`src/rtl/arcade_input_ctrl_if.sv`:
```
// Joystick-side and core-side control signals of arcade_input_ctrl.
// master drives joystick/status inputs; slave is the conditioning block.
interface arcade_input_ctrl_if #(
  parameter int NUM_PLAYERS = 2,
  parameter int NUM_FIRE    = 1
);
  logic                            reset_req;
  logic                            vblank;
  logic                            shared_ctrl;
  logic                            autofire_en;
  logic [NUM_PLAYERS*16-1:0]       joy_in;
  logic [NUM_PLAYERS*4-1:0]        dir_out;
  logic [NUM_PLAYERS*NUM_FIRE-1:0] fire_out;
  logic                            start1;
  logic                            start2;
  logic                            coin_pulse;
  logic                            core_reset;

  modport master (
    output reset_req, vblank, shared_ctrl, autofire_en, joy_in,
    input  dir_out, fire_out, start1, start2, coin_pulse, core_reset
  );

  modport slave (
    input  reset_req, vblank, shared_ctrl, autofire_en, joy_in,
    output dir_out, fire_out, start1, start2, coin_pulse, core_reset
  );
endinterface

```
`src/rtl/arcade_input_ctrl.sv`:
```
// Joystick conditioning (SOCD, shared/independent slots), queued frame-timed coin
// pulses and stretched core reset. Optional autofire under ARCADE_AUTOFIRE_EN.
module arcade_input_ctrl #(
  parameter int NUM_PLAYERS     = 2,
  parameter int NUM_FIRE        = 1,
  parameter int COIN_FRAMES     = 3,
  parameter int COIN_QUEUE      = 4,
  parameter int RST_CYCLES      = 1024,
  parameter int AUTOFIRE_FRAMES = 4
) (
  input  logic               clk_sys,
  input  logic               reset,
  arcade_input_ctrl_if.slave io
);
  localparam int DW = NUM_PLAYERS * 4;
  localparam int FW = NUM_PLAYERS * NUM_FIRE;
  localparam int RW = (RST_CYCLES > 1) ? $clog2(RST_CYCLES) : 1;
  localparam logic [3:0]    COIN_LAST = 4'(COIN_FRAMES - 1);
  localparam logic [3:0]    QMAX      = 4'(COIN_QUEUE);
  localparam logic [RW-1:0] RST_LAST  = RW'(RST_CYCLES - 1);

  typedef enum logic [1:0] {C_IDLE, C_HIGH, C_GAP} coin_state_e;

  logic          vblank_q, tick;
  logic [DW-1:0] dir_d, dir_q;
  logic [FW-1:0] fire_raw, fire_d, fire_q;
  logic          start1_d, start1_q, start2_d, start2_q;
  logic          coin_any, coin_q, coin_edge;
  logic [3:0]    queue_d, queue_q, coin_cnt_d, coin_cnt_q;
  logic          enq, deq, coin_pulse_d, coin_pulse_q;
  coin_state_e   state_d, state_q;
  logic [RW-1:0] rst_cnt_d, rst_cnt_q;
  logic          core_reset_d, core_reset_q;

  assign tick      = io.vblank & ~vblank_q;
  assign coin_edge = coin_any & ~coin_q;

  always_comb begin
    logic [15:0] w;
    w        = '0;
    dir_d    = '0;
    fire_raw = '0;
    start1_d = 1'b0;
    start2_d = 1'b0;
    coin_any = 1'b0;
    for (int unsigned p = 0; p < NUM_PLAYERS; p++) begin
      w = io.shared_ctrl ? io.joy_in[15:0] : io.joy_in[p*16 +: 16];
      // Opposing directions cancel each other out.
      dir_d[p*4 +: 4] = {w[3] & ~w[2], w[2] & ~w[3], w[1] & ~w[0], w[0] & ~w[1]};
      fire_raw[p*NUM_FIRE +: NUM_FIRE] = w[4 +: NUM_FIRE];
      start1_d = start1_d | io.joy_in[p*16 + 4 + NUM_FIRE];
      start2_d = start2_d | io.joy_in[p*16 + 5 + NUM_FIRE];
      coin_any = coin_any | io.joy_in[p*16 + 6 + NUM_FIRE];
    end
  end

`ifdef ARCADE_AUTOFIRE_EN
  logic [NUM_PLAYERS-1:0]   af_act_d, af_act_q, af_tog_d, af_tog_q;
  logic [NUM_PLAYERS*4-1:0] af_cnt_d, af_cnt_q;

  always_comb begin
    logic held;
    held     = 1'b0;
    af_act_d = af_act_q;
    af_tog_d = af_tog_q;
    af_cnt_d = af_cnt_q;
    fire_d   = fire_raw;
    for (int unsigned p = 0; p < NUM_PLAYERS; p++) begin
      held = io.autofire_en & fire_raw[p*NUM_FIRE];
      if (!held) begin
        af_act_d[p]       = 1'b0;
        af_tog_d[p]       = 1'b0;
        af_cnt_d[p*4 +: 4] = '0;
      end else if (!af_act_q[p]) begin
        af_act_d[p]       = 1'b1;
        af_tog_d[p]       = 1'b1;
        af_cnt_d[p*4 +: 4] = '0;
      end else if (tick) begin
        if (af_cnt_q[p*4 +: 4] == 4'(AUTOFIRE_FRAMES - 1)) begin
          af_cnt_d[p*4 +: 4] = '0;
          af_tog_d[p]       = ~af_tog_q[p];
        end else begin
          af_cnt_d[p*4 +: 4] = af_cnt_q[p*4 +: 4] + 4'd1;
        end
      end
      fire_d[p*NUM_FIRE] = held ? af_tog_d[p] : fire_raw[p*NUM_FIRE];
    end
  end

  always_ff @(posedge clk_sys or posedge reset) begin
    if (reset) begin
      af_act_q <= '0;
      af_tog_q <= '0;
      af_cnt_q <= '0;
    end else begin
      af_act_q <= af_act_d;
      af_tog_q <= af_tog_d;
      af_cnt_q <= af_cnt_d;
    end
  end
`else
  always_comb fire_d = fire_raw;
`endif

  always_comb begin
    state_d    = state_q;
    coin_cnt_d = coin_cnt_q;
    deq        = 1'b0;
    case (state_q)
      C_IDLE: begin
        if (queue_q != '0) begin
          state_d    = C_HIGH;
          coin_cnt_d = '0;
          deq        = 1'b1;
        end
      end
      C_HIGH, C_GAP: begin
        if (tick) begin
          if (coin_cnt_q == COIN_LAST) begin
            coin_cnt_d = '0;
            state_d    = (state_q == C_HIGH) ? C_GAP : C_IDLE;
          end else begin
            coin_cnt_d = coin_cnt_q + 4'd1;
          end
        end
      end
      default: state_d = C_IDLE;
    endcase
    // A dequeue in the same cycle frees the slot, so a full queue still accepts the edge.
    enq = coin_edge & ((queue_q < QMAX) | deq);
    case ({enq, deq})
      2'b10:   queue_d = queue_q + 4'd1;
      2'b01:   queue_d = queue_q - 4'd1;
      default: queue_d = queue_q;
    endcase
    coin_pulse_d = (state_q == C_HIGH);
  end

  // Counts cycles elapsed since reset_req fell; zero after reset means the
  // hold window starts immediately on reset release.
  always_comb begin
    rst_cnt_d    = rst_cnt_q;
    core_reset_d = core_reset_q;
    if (io.reset_req) begin
      rst_cnt_d    = '0;
      core_reset_d = 1'b1;
    end else if (rst_cnt_q != RST_LAST) begin
      rst_cnt_d    = rst_cnt_q + 1'b1;
      core_reset_d = 1'b1;
    end else begin
      core_reset_d = 1'b0;
    end
  end

  always_ff @(posedge clk_sys or posedge reset) begin
    if (reset) begin
      vblank_q     <= 1'b0;
      dir_q        <= '0;
      fire_q       <= '0;
      start1_q     <= 1'b0;
      start2_q     <= 1'b0;
      coin_q       <= 1'b0;
      queue_q      <= '0;
      coin_cnt_q   <= '0;
      state_q      <= C_IDLE;
      coin_pulse_q <= 1'b0;
      rst_cnt_q    <= '0;
      core_reset_q <= 1'b1;
    end else begin
      vblank_q     <= io.vblank;
      dir_q        <= dir_d;
      fire_q       <= fire_d;
      start1_q     <= start1_d;
      start2_q     <= start2_d;
      coin_q       <= coin_any;
      queue_q      <= queue_d;
      coin_cnt_q   <= coin_cnt_d;
      state_q      <= state_d;
      coin_pulse_q <= coin_pulse_d;
      rst_cnt_q    <= rst_cnt_d;
      core_reset_q <= core_reset_d;
    end
  end

  assign io.dir_out    = dir_q;
  assign io.fire_out   = fire_q;
  assign io.start1     = start1_q;
  assign io.start2     = start2_q;
  assign io.coin_pulse = coin_pulse_q;
  assign io.core_reset = core_reset_q;
endmodule

```
`src/flat_wrapper.sv`:
```
// flat-port wrapper written by rule: the top's interface ports become plain ports
module arcade_input_ctrl_flat 
#(
  parameter int NUM_PLAYERS     = 2,
  parameter int NUM_FIRE        = 1,
  parameter int COIN_FRAMES     = 3,
  parameter int COIN_QUEUE      = 4,
  parameter int RST_CYCLES      = 1024,
  parameter int AUTOFIRE_FRAMES = 4
)
  (clk_sys, reset, io_reset_req, io_vblank, io_shared_ctrl, io_autofire_en, io_joy_in, io_dir_out, io_fire_out, io_start1, io_start2, io_coin_pulse, io_core_reset);
  arcade_input_ctrl_if #(.NUM_PLAYERS(NUM_PLAYERS), .NUM_FIRE(NUM_FIRE)) io_i ();
  input  logic clk_sys;
  input  logic reset;
  input wire logic [$bits(io_i.reset_req)-1:0] io_reset_req;
  input wire logic [$bits(io_i.vblank)-1:0] io_vblank;
  input wire logic [$bits(io_i.shared_ctrl)-1:0] io_shared_ctrl;
  input wire logic [$bits(io_i.autofire_en)-1:0] io_autofire_en;
  input wire logic [$bits(io_i.joy_in)-1:0] io_joy_in;
  output wire logic [$bits(io_i.dir_out)-1:0] io_dir_out;
  output wire logic [$bits(io_i.fire_out)-1:0] io_fire_out;
  output wire logic [$bits(io_i.start1)-1:0] io_start1;
  output wire logic [$bits(io_i.start2)-1:0] io_start2;
  output wire logic [$bits(io_i.coin_pulse)-1:0] io_coin_pulse;
  output wire logic [$bits(io_i.core_reset)-1:0] io_core_reset;
  assign io_i.reset_req = io_reset_req;
  assign io_i.vblank = io_vblank;
  assign io_i.shared_ctrl = io_shared_ctrl;
  assign io_i.autofire_en = io_autofire_en;
  assign io_i.joy_in = io_joy_in;
  assign io_dir_out = io_i.dir_out;
  assign io_fire_out = io_i.fire_out;
  assign io_start1 = io_i.start1;
  assign io_start2 = io_i.start2;
  assign io_coin_pulse = io_i.coin_pulse;
  assign io_core_reset = io_i.core_reset;
  arcade_input_ctrl #(.NUM_PLAYERS(NUM_PLAYERS), .NUM_FIRE(NUM_FIRE), .COIN_FRAMES(COIN_FRAMES), .COIN_QUEUE(COIN_QUEUE), .RST_CYCLES(RST_CYCLES), .AUTOFIRE_FRAMES(AUTOFIRE_FRAMES)) u_core (.clk_sys(clk_sys), .reset(reset), .io(io_i));
endmodule
```
`config.mk`:
```
export PLATFORM = sky130hd
export DESIGN_NAME = arcade_input_ctrl_flat
export DESIGN_NICKNAME = d
export VERILOG_FILES = /design/src/rtl/arcade_input_ctrl_if.sv /design/src/rtl/arcade_input_ctrl.sv /design/src/flat_wrapper.sv
export SDC_FILE = /design/constraint.sdc
export NUM_CORES = 1
export LEC_CHECK = 0
export ABC_AREA = 0
export CORE_ASPECT_RATIO = 1.1
export CORE_MARGIN = 8
export CORE_UTILIZATION = 47
export DETAILED_ROUTE_END_ITERATION = 8
export PLACE_DENSITY = 0.91
export SYNTH_ARGS = -nofsm -noshare
export SYNTH_HDL_FRONTEND = slang
export SYNTH_SLANG_ARGS = --single-unit
```
`constraint.sdc`:
```
create_clock -name clk_sys -period 5.24 [get_ports clk_sys]
set_input_delay 1.31 -clock clk_sys [delete_from_list [all_inputs] [get_ports clk_sys]]
set_output_delay 1.31 -clock clk_sys [all_outputs]
set_load 0.02 [all_outputs]
```
==> metrics.txt <==
fmax=313 MHz; ranking of synthesized cells by area=dfrtp_1, ha_1, mux2_2; Synth top cells by count=dfrtp_1, nor2_1, inv_1; Async SR Flop Fraction=100%; combinational share of power=38.5%; top-count cell post-synth=dfrtp_1; Synth top area share=between 40% and 50%; Syn Nets=205; Tmin final=3.19 ns; Worst path max stage delay=~0.43 ns; final setup TNS=0 ns; gpl congestion=about 0.74; WL final=between 3000 and 4000 um; Root Buffer=clkbuf_8; Synth Flop Type=dfrtp_1; Tcrit/Tclk final=60.9%; Worst Clk Skew=0.00355 ns; CP max stage cell=clkdlybuf4s50_1; CTS Hold Bufs=0; fillcell total=285; max_cap viols=0; Critical Path RT=5.40 ns; Post-synth EDFFs=0; diode count=0; crit path DAT=3.35 ns; num rows=23; fin util=between 60% and 70%; clk slew on worst S/H paths=0.07 ns; post-CTS setup buffer count=0; CP Max Fanout=4; unrepaired setup endpoints after global routing=false; fin. max-slew vios=0; final setup violation count=0; post-route setup slack=2.05 ns; initial antenna violation count=0; Iteration-0 DRC Markers=~110; CTS tree=done; synthesized area per cell=11.2 um2; Non-Filler Instances=~250; final hold viol count=0; DRC errors left=0; switch share=roughly 34%; startpoint type of the worst setup path=input pin; critical path class=in -> reg; net switching power=0.000339 W; dpl ws=about 1.8 ns; drt pass-1 iters=4; HP Class=reg -> reg; TritonCTS Sinks=36; vias in the first global route=1368; layout cells sized above 1=12.1%; Synth Warn #=0; R2R depth=10; Worst slew margin=between 70% and 80%; post-route ant nets=0; Lkg Pwr=0.998 nW; full die area=5970 um2; Ports=52; chip height=roughly 80 um; WHS=~0.53 ns; nets=245; Layout area overhead=29.0%; hold depth=1; part of the power in the clock network=roughly a quarter; area leader, netlist=dfrtp_1; CP cell instances=clkdlybuf4s50_1 > o21bai_1 > or2b_2 > inv_1 > ha_1 > a21o_1 > a21oi_1 > mux2i_1 > nand3_1; peak supply drop=approximately 230 uV; port bufs=34; power per standard cell area=438 nW/um2; routed length per instance=13.6 um; Netlist cell types=44; Cells after Synth=between 150 and 200; status=finished clean; H-tree levels=2; CP Buf/Inv Count=2; gr usage total=12.6%; Least-Margin Pin Slew=0.438 ns; Die Span X=~74 um; largest net degree at the start of global routing=37; CORE AREA=3630 um2; vias per cell=about 5.1; Skew-Pair Late Insertion Delay=0.28 ns; crit-path leading delay family=compound AO/OA/AOI/OAI gates; crit end category=flop; internal power=0.000656 W; WP depth=9; dpl hpwl=~2600 um; Inserted Clock Buffers=5; sequential share of power=between 30% and 40%; first-pass GRT wire length=5880 um; via count=1268; effective utilization at floorplan=slightly below 50%; # resized after CTS=0; #FFs+latches synth=36; sequential-to-total area share from yosys stat=between 50 and 60%; total congestion overflow=0; Cell Area, Synth=1760 um2; placed insts=between 200 and 250; Max Root-Sink Buffers=2
[final cells by class]
cell class | count | area [um2] | share of cell area (%)
sequential | 36 | 902 | 39.7
multi-input combinational | 110 | 816 | 35.9
timing repair buffer | 35 | 348 | 15.3
clock buffer | 6 | 72.6 | 3.19
tap | 50 | 62.6 | 2.75
inverter | 10 | 37.5 | 1.65
clock inverter | 2 | 35.0 | 1.54
[layer usage]
metal  global-route usage (%)  up-vias  wire [um]
met5                        0        -          0
met4                     7.65        0         60
met3                     3.49        6        187
met2                     21.3       28       1790
met1                     13.5      606       1350
li1                         -      628          -
[path summary, 6_finish.rpt]
kind / startpoint / to / slack (ns)
max reg2reg: u_core.state_q[1] / u_core.queue_q[3] / 2.73
max: io_joy_in[23] / u_core.queue_q[3] / 2.05
min reg2reg: u_core.state_q[1] / u_core.state_q[1] / 0.53
min: u_core.state_q[1] / u_core.state_q[1] / 0.53
min in group asynchronous: reset / u_core.io.dir_out[0] / 1.43
max in group asynchronous: reset / u_core.io.core_reset / 3.48
[power groups by stage]
| stage | Combinational [W] | Clock [W] | Sequential (W) |
|---|---|---|---|
| after floorplan | 0.000287 | 0 | 0.000383 |
| after global placement | 0.000366 | 0 | 0.000379 |
| after detailed placement | 0.000384 | 0 | 0.000383 |
| after CTS | 0.000389 | 0.000240 | 0.000379 |
| after global routing | 0.000434 | 0.000250 | 0.000385 |
| final | 0.000383 | 0.000234 | 0.000379 |
[worst reg2reg max path: cells and delay by family (launching register included)]
family / cells / cell delay [ns]
adders and majority gates: 2 / 0.56
DFF: 1 / 0.39
muxes: 1 / 0.21
and+or+nand+nor: 2 / 0.45
buffers and inverters: 2 / 0.21
AOI/OAI and AO/OA: 3 / 0.56
[registers in the layout (all words and copies together) (netlist names), 2 cells and up]
signal / count
u_core.coin_cnt_q: 4
u_core.io.dir_out: 8
u_core.io.fire_out: 2
u_core.queue_q: 4
u_core.rst_cnt_q: 10
u_core.state_q: 2
[kinds of logic after synthesis]
group / synth area share [%]
and+or+nand+nor: 17.5
AOI/OAI and AO/OA: 13.4
adders and majority gates: 6.81
DFF: 51.2
xor gates and xnor gates: 2.98
buffers and inverters: 2.56
muxes: 5.54
[through the flow]
step	area, um2	power [W]
5_1_grt	2270	0.00107
3_3_place_gp	2170	0.000745
3_5_place_dp	2170	0.000767
4_1_cts	2270	0.00101
6_report	2270	0.000995
2_1_floorplan	1760	0.000670
[layout by cell type (no fill, tap or decap), types with 2 or more instances in the layout]
cell type and n:
o21ai_1 2, nand2_1 8, o21ai_0 4, o21bai_1 2, mux2i_1 3, nor3_1 3, nor2b_1 5, a22o_1 3
nand3_1 6, xor2_1 4, a21oi_1 4, xnor2_1 2, or2_2 3, nor2_1 15, nor3b_1 2, inv_1 10
nand2b_1 6, a31oi_1 2, dfrtp_1 35, and3_1 3, clkbuf_8 5, clkdlybuf4s50_1 34, ha_1 8, mux2_2 5
No activity file was read; power rests on OpenSTA's default activity.
